File: src/rtl/truth_table_sweeper_pkg.sv
// Shared types and limits for the truth-table sweeper.
//   sweep_state_e : sweeper FSM states (IDLE, RUN, DONE)
//   N_IN_MAX      : largest supported number of function inputs
//   SETTLE_MAX    : largest supported settle window (cycles)
//   tt_width(n)   : truth-table width for an n-input function (2^n)
package tt_sweep_pkg;

    typedef enum logic [1:0] {
        IDLE = 2'd0,
        RUN  = 2'd1,
        DONE = 2'd2
    } sweep_state_e;

    localparam int N_IN_MAX   = 8;
    localparam int SETTLE_MAX = 15;

    function automatic int tt_width(input int n);
        return 1 << n;
    endfunction

endpackage

File: src/rtl/truth_table_sweeper_if.sv
// Control/status bundle between a host and the truth-table sweeper.
//   start, abort, tt_expected : host -> sweeper
//   busy, done, pass          : sweep status
//   err_count, err_valid,
//   first_err_vec             : mismatch summary of the current/last sweep
//   obs_map                   : observed truth table, only when
//                               TT_SWEEP_OBSMAP_EN is defined
// Modports: master (host side), slave (sweeper side).
interface tt_sweep_if
    import tt_sweep_pkg::*;
#(
    parameter int N_IN = 4
);
    logic                      start;
    logic                      abort;
    logic [tt_width(N_IN)-1:0] tt_expected;
    logic                      busy;
    logic                      done;
    logic                      pass;
    logic [N_IN:0]             err_count;
    logic                      err_valid;
    logic [N_IN-1:0]           first_err_vec;
`ifdef TT_SWEEP_OBSMAP_EN
    logic [tt_width(N_IN)-1:0] obs_map;

    modport master (
        output start, abort, tt_expected,
        input  busy, done, pass, err_count, err_valid, first_err_vec, obs_map
    );
    modport slave (
        input  start, abort, tt_expected,
        output busy, done, pass, err_count, err_valid, first_err_vec, obs_map
    );
`else
    modport master (
        output start, abort, tt_expected,
        input  busy, done, pass, err_count, err_valid, first_err_vec
    );
    modport slave (
        input  start, abort, tt_expected,
        output busy, done, pass, err_count, err_valid, first_err_vec
    );
`endif
endinterface

File: src/rtl/truth_table_sweeper_err_tracker.sv
// Mismatch bookkeeping for one sweep.
//   clk, rst_n     : clock, async active-low reset
//   clear          : start of a new sweep, zeroes all fields
//   sample         : one strobe per evaluated vector
//   mismatch       : sampled output disagreed with the golden bit
//   vec            : vector being sampled
//   err_count      : mismatches so far (N_IN+1 bits, cannot overflow)
//   err_valid      : at least one mismatch seen
//   first_err_vec  : vector of the first mismatch
module tt_err_tracker #(
    parameter int N_IN = 4
) (
    input  logic            clk,
    input  logic            rst_n,
    input  logic            clear,
    input  logic            sample,
    input  logic            mismatch,
    input  logic [N_IN-1:0] vec,
    output logic [N_IN:0]   err_count,
    output logic            err_valid,
    output logic [N_IN-1:0] first_err_vec
);

    always_ff @(posedge clk or negedge rst_n) begin
        if (!rst_n) begin
            err_count     <= '0;
            err_valid     <= 1'b0;
            first_err_vec <= '0;
        end else if (clear) begin
            err_count     <= '0;
            err_valid     <= 1'b0;
            first_err_vec <= '0;
        end else if (sample && mismatch) begin
            err_count <= err_count + 1'b1;
            if (!err_valid) begin
                err_valid     <= 1'b1;
                first_err_vec <= vec;
            end
        end
    end

endmodule

File: src/rtl/truth_table_sweeper.sv
// Sequential self-checker for an N_IN-input, single-output combinational
// function. Drives every vector 0..2^N_IN-1, holds each for SETTLE+1 cycles,
// samples y_i on the last of them and compares against the latched golden
// table.
//   clk, rst_n : clock, async active-low reset
//   sw         : tt_sweep_if slave (start/abort/golden in, status out)
//   vec_o      : vector driven to the function under test
//   y_i        : function output
// Optional: TT_SWEEP_OBSMAP_EN adds sw.obs_map, the observed truth table.
//
// state | meaning
// IDLE  | waiting for start; results of the last sweep held
// RUN   | stepping vectors, sampling after each settle window
// DONE  | one-cycle completion pulse, then back to IDLE
module truth_table_sweeper
    import tt_sweep_pkg::*;
#(
    parameter int N_IN   = 4,
    parameter int SETTLE = 1
) (
    input  logic            clk,
    input  logic            rst_n,
    tt_sweep_if.slave       sw,
    output logic [N_IN-1:0] vec_o,
    input  logic            y_i
);

    localparam int         TT_W     = tt_width(N_IN);
    localparam logic [3:0] SETTLE_L = 4'(SETTLE);

    sweep_state_e    state, state_n;
    logic [TT_W-1:0] tt_q;
    logic [3:0]      cnt;
    logic            load, sample, finish, quit;
    logic            last_vec, mismatch;
    logic [N_IN:0]   err_count;

    assign last_vec = &vec_o;
    assign mismatch = (y_i != tt_q[vec_o]);

    always_ff @(posedge clk or negedge rst_n) begin
        if (!rst_n) state <= IDLE;
        else        state <= state_n;
    end

    // Abort outranks a coinciding sample edge: the partial vector is dropped.
    always_comb begin
        state_n = state;
        load    = 1'b0;
        sample  = 1'b0;
        finish  = 1'b0;
        quit    = 1'b0;
        sw.busy = 1'b0;
        sw.done = 1'b0;
        case (state)
            IDLE: begin
                if (sw.start) begin
                    load    = 1'b1;
                    state_n = RUN;
                end
            end
            RUN: begin
                sw.busy = 1'b1;
                if (sw.abort) begin
                    quit    = 1'b1;
                    state_n = IDLE;
                end else if (cnt == SETTLE_L) begin
                    sample = 1'b1;
                    if (last_vec) begin
                        finish  = 1'b1;
                        state_n = DONE;
                    end
                end
            end
            DONE: begin
                sw.done = 1'b1;
                state_n = IDLE;
            end
            default: state_n = IDLE;
        endcase
    end

    // pass is registered on the final sample edge so it is already valid
    // while done is high; it folds in a mismatch on that last vector.
    always_ff @(posedge clk or negedge rst_n) begin
        if (!rst_n) begin
            vec_o   <= '0;
            cnt     <= '0;
            tt_q    <= '0;
            sw.pass <= 1'b0;
        end else if (load) begin
            vec_o   <= '0;
            cnt     <= '0;
            tt_q    <= sw.tt_expected;
            sw.pass <= 1'b0;
        end else if (quit) begin
            sw.pass <= 1'b0;
        end else if (sample) begin
            cnt <= '0;
            if (!last_vec) vec_o <= vec_o + 1'b1;
            if (finish)    sw.pass <= (err_count == '0) && !mismatch;
        end else if (state == RUN) begin
            cnt <= cnt + 4'd1;
        end
    end

    tt_err_tracker #(.N_IN(N_IN)) u_err (
        .clk           (clk),
        .rst_n         (rst_n),
        .clear         (load),
        .sample        (sample),
        .mismatch      (mismatch),
        .vec           (vec_o),
        .err_count     (err_count),
        .err_valid     (sw.err_valid),
        .first_err_vec (sw.first_err_vec)
    );

    assign sw.err_count = err_count;

`ifdef TT_SWEEP_OBSMAP_EN
    logic [TT_W-1:0] obs_q;

    always_ff @(posedge clk or negedge rst_n) begin
        if (!rst_n)      obs_q <= '0;
        else if (load)   obs_q <= '0;
        else if (sample) obs_q[vec_o] <= y_i;
    end

    assign sw.obs_map = obs_q;
`endif

endmodule

File: src/flat_wrapper.sv
// flat-port wrapper written by rule: the top's interface ports become plain ports
module truth_table_sweeper_flat import tt_sweep_pkg::*;
#(
    parameter int N_IN   = 4,
    parameter int SETTLE = 1
)
  (clk, rst_n, vec_o, y_i, sw_start, sw_abort, sw_tt_expected, sw_busy, sw_done, sw_pass, sw_err_count, sw_err_valid, sw_first_err_vec);
  tt_sweep_if #(.N_IN(N_IN)) sw_i ();
  input  logic clk;
  input  logic rst_n;
  output logic [N_IN-1:0] vec_o;
  input  logic y_i;
  input wire logic [$bits(sw_i.start)-1:0] sw_start;
  input wire logic [$bits(sw_i.abort)-1:0] sw_abort;
  input wire logic [$bits(sw_i.tt_expected)-1:0] sw_tt_expected;
  output wire logic [$bits(sw_i.busy)-1:0] sw_busy;
  output wire logic [$bits(sw_i.done)-1:0] sw_done;
  output wire logic [$bits(sw_i.pass)-1:0] sw_pass;
  output wire logic [$bits(sw_i.err_count)-1:0] sw_err_count;
  output wire logic [$bits(sw_i.err_valid)-1:0] sw_err_valid;
  output wire logic [$bits(sw_i.first_err_vec)-1:0] sw_first_err_vec;
  assign sw_i.start = sw_start;
  assign sw_i.abort = sw_abort;
  assign sw_i.tt_expected = sw_tt_expected;
  assign sw_busy = sw_i.busy;
  assign sw_done = sw_i.done;
  assign sw_pass = sw_i.pass;
  assign sw_err_count = sw_i.err_count;
  assign sw_err_valid = sw_i.err_valid;
  assign sw_first_err_vec = sw_i.first_err_vec;
  truth_table_sweeper #(.N_IN(N_IN), .SETTLE(SETTLE)) u_core (.clk(clk), .rst_n(rst_n), .sw(sw_i), .vec_o(vec_o), .y_i(y_i));
endmodule
File: config.mk
export PLATFORM = sky130hd
export DESIGN_NAME = truth_table_sweeper_flat
export DESIGN_NICKNAME = d
export VERILOG_FILES = /design/src/rtl/truth_table_sweeper_pkg.sv /design/src/rtl/truth_table_sweeper_if.sv /design/src/rtl/truth_table_sweeper_err_tracker.sv /design/src/rtl/truth_table_sweeper.sv /design/src/flat_wrapper.sv
export SDC_FILE = /design/constraint.sdc
export NUM_CORES = 1
export LEC_CHECK = 0
export ABC_CLOCK_PERIOD_IN_PS = 3350
export CORE_UTILIZATION = 30
export DETAILED_ROUTE_END_ITERATION = 8
export PLACE_DENSITY = 0.49
export SLEW_MARGIN = 20
export SYNTH_ARGS = -nofsm -noshare
export SYNTH_HDL_FRONTEND = slang
export SYNTH_SLANG_ARGS = --single-unit
File: constraint.sdc
create_clock -name clk -period 3.35 [get_ports clk]
set_input_delay 0.8375 -clock clk [delete_from_list [all_inputs] [get_ports clk]]
set_output_delay 0.8375 -clock clk [all_outputs]
set_load 0.005 [all_outputs]
==> qor.tcl <==
set qor(design_power_total_mw) 1.12
set qor(drt-vias-per-instance) 4.73
set qor(leading_cell_types_in_the_layout_fill_and_taps_excluded) {sky130_fd_sc_hd__nand2_1 (70), sky130_fd_sc_hd__dfrtp_1 (37), sky130_fd_sc_hd__clkdlybuf4s50_1 (36)}
set qor(cts-buffers-inserted) 5
set qor(synth_top_area_cell) {sky130_fd_sc_hd__dfrtp_1}
set qor(power_leakage_nw) 1.12
set qor(reg2reg_setup_slack_ns) 1.10
set qor(place_hpwl_mm) 2.94
set qor(global_route.overflow_total) 0
set qor(fill_cells) 663
set qor(yosys-top-cells-area) {sky130_fd_sc_hd__dfrtp_1 (47%), sky130_fd_sc_hd__nand2_1 (13%), sky130_fd_sc_hd__mux4_2 (4.6%)}
set qor(timing.hold.worst.class) {flip-flop to flip-flop}
set qor(number_of_max_cap_violations) 0
set qor(synth.yosys.seq_area_share_pct) 47.3
set qor(post_synth.cell_area_avg_um2) 9.42
set qor(timing.final.max_slew_violations) 0
set qor(syn_area_mm2) 0.00196
set qor(ctsLongestPathBuffers) 2
set qor(drt_iter0_markers) 62
set qor(ys_ff_latch) 37
set qor(initial_antenna_violation_count) 0
set qor(die_height_um) 82.8
set qor(die_area_mm2) 0.00686
set qor(drt_wl_total_mm) 4.20
set qor(number_of_i_o_port_buffers) 37
set qor(postRouteAntennaNets) 0
set qor(worst-path-max-fanout) 8
set qor(power_density_mw_per_mm2) 454
set qor(detail_route.drc_violations) 0
set qor(least_margin_pin_slew_ns) 0.841
set qor(initial_utilization_pct) 31.0
set qor(outcome) {finished clean}
set qor(cts.repair.resized) 0
set qor(worst_setup_path_start_kind) {input pin}
set qor(instance_count_of_the_mapped_netlist) 208
set qor(setup_ws_ns) 0.861
set qor(vdd_ir_drop_max_v) 0.000187
set qor(critical_path_class) {input pin to flip-flop}
set qor(maxSlewHeadroom_pct) 43.9
set qor(dr.pass1.iters) 4
set qor(design.portCount) 38
set qor(postSynthNetCount) 234
set qor(grt_start_max_net_pins) 38
set qor(die_width_um) 82.8
set qor(timing.critical_path.to_type) {flip-flop}
set qor(areaGrowthSynthToFinish_pct) 26.3
set qor(final_net_count) 269
set qor(yosys.cell_types.count) 37
set qor(cts_tree) {built}
set qor(dr_total_vias) 1518
set qor(worstSkewPairLatency_ns) 0.29
set qor(ctsHoldBuffers) 0
set qor(fmaxAchievable_ghz) 0.402
set qor(grt.total_usage_pct) 13.6
set qor(finalWorstPathRequiredPeriod_ns) 2.49
set qor(detail_route.wl_per_cell_um) 13.1
set qor(gpl.final_weighted_congestion) 0.710
set qor(synth-warning-count) 0
set qor(tritoncts_num_sinks) 37
set qor(area_share_of_the_leading_cell_type_in_the_synthesized_netlist_pct) 47.3
set qor(grt_pass1_vias) 1539
set qor(post-route-period-util_pct) 74.3
set qor(antenna_cells_inserted) 0
set qor(cts.reportedPaths.clkPinSlew_ns) 0.08
set qor(placedInstanceArea_mm2) 0.00238
set qor(grt_setup_unrepaired) {no}
set qor(hold_violation_total_from_the_final_report) 0
set qor(final_design_area_no_fill_mm2) 0.00247
set qor(layout_commonest_cell) {sky130_fd_sc_hd__nand2_1}
set qor(ctsHtreeMaxLevel) 2
set qor(report.final.setup_viol) 0
set qor(post-cts-setup-buffers) 0
set qor(drive_above_1_share_pct) 9.02
set qor(finClkSkew_ns) 0.00506
set qor(global_route_wire_length_before_repair_mm) 7.45
set qor(critical_path_required_ns) 3.54
set qor(cts_root_buf) {sky130_fd_sc_hd__clkbuf_8}
set qor(coreArea_mm2) 0.00631
set qor(worst_ep_arrival_time_ns) 2.68
set qor(std_cell_rows) 29
set qor(preCtsSetupSlack_ns) 0.579
set qor(timing.setup.tns_ns) 0
-- worst paths after layout --
kind                                            endpoint             from  depth (start not counted)
min reg2reg                               u_core.tt_q[7]   u_core.tt_q[7]                          2
max                        u_core.u_err.first_err_vec[3]         sw_abort                          6
max in group asynchronous      u_core.u_err.err_count[2]            rst_n                          1
min                                       u_core.tt_q[7]   u_core.tt_q[7]                          2
min in group asynchronous                  u_core.cnt[2]            rst_n                          1
max reg2reg                    u_core.u_err.err_count[4]  u_core.vec_o[0]                          5
-- layout make-up --
| cell class | count | area (um^2) | area share [%] |
|---|---|---|---|
| repair buffers | 39 | 380 | 15.4 |
| inverters | 3 | 11.3 | 0.455 |
| clock inverters | 3 | 22.5 | 0.910 |
| well taps | 77 | 96.3 | 3.89 |
| flip-flops and latches | 37 | 926 | 37.4 |
| multi-input cells | 157 | 970 | 39.2 |
| clock buffers | 5 | 68.8 | 2.78 |
-- cells in the mapped netlist (all sizes together) --
| library cell | instances |
|---|---|
| buf | 3 |
| mux4 | 4 |
| nand4b | 2 |
| or3 | 2 |
| and4 | 1 |
| o31a | 1 |
| a2111oi | 1 |
| ha | 5 |
| and2 | 3 |
| nor3 | 5 |
| mux2i | 7 |
| nand3 | 5 |
| o22ai | 1 |
| a21o | 1 |
| o21a | 1 |
| nand4 | 2 |
| nor4b | 1 |
| nor3b | 3 |
| nand2b | 3 |
| xor2 | 3 |
| and3 | 1 |
| a22oi | 2 |
| inv | 3 |
| dfrtp | 37 |
| nor2 | 10 |
| clkbuf | 8 |
| nor2b | 4 |
| or3b | 2 |
| a21oi | 7 |
| nand2 | 70 |
| o21ai | 6 |
| o31ai | 4 |
-- cells by family (layout without fill, tap and decap cells) --
group	after synthesis	after routing	synth area share, %
buffers and inverters	14	50	3.26
AND/OR/NAND/NOR	114	114	26.6
AO/OA/AOI/OAI	24	24	10.2
adder cells (fa/ha/maj)	5	5	3.19
multiplexers	11	11	8.17
XOR/XNOR	3	3	1.34
flip-flops	37	37	47.3
-- stage by stage --
step / util (%) / cells / hold slack [ns]
4_1_cts: 39.2 / 321 / 0.483
3_3_place_gp: 37.8 / 313 / 0.455
3_5_place_dp: 37.8 / 313 / 0.463
2_1_floorplan: - / 208 / 0.440
6_report: 39.2 / 321 / 0.478
5_1_grt: 39.2 / 321 / 0.504
-- metal layers --
layer	GRT usage (%)	part of all wire [%]
met5	0	0
met4	4.23	0.95
met3	3.08	4.1
met2	21.2	45
met1	18.8	50
-- report_power, final --
group	switching, mW	internal (mW)	total [mW]
logic	0.127	0.128	0.255
registers	0.0489	0.501	0.549
clock network	0.172	0.148	0.320
-- sequential cells by signal, indices dropped and copies added (netlist names) --
register                    flops
u_core.u_err.err_count          5
u_core.sw.pass                  1
u_core.state                    2
u_core.vec_o                    4
u_core.u_err.err_valid          1
u_core.tt_q                    16
u_core.u_err.first_err_vec      4
u_core.cnt                      4
-- worst max-delay path: stages --
cell,delay (ns)
sky130_fd_sc_hd__clkdlybuf4s50_1,0.44
sky130_fd_sc_hd__nor3b_1,0.37
sky130_fd_sc_hd__nand2_1,0.31
sky130_fd_sc_hd__a2111oi_4,0.47
sky130_fd_sc_hd__o21ai_0,0.15
sky130_fd_sc_hd__o31ai_1,0.10
(Power assumes the default switching activity.)
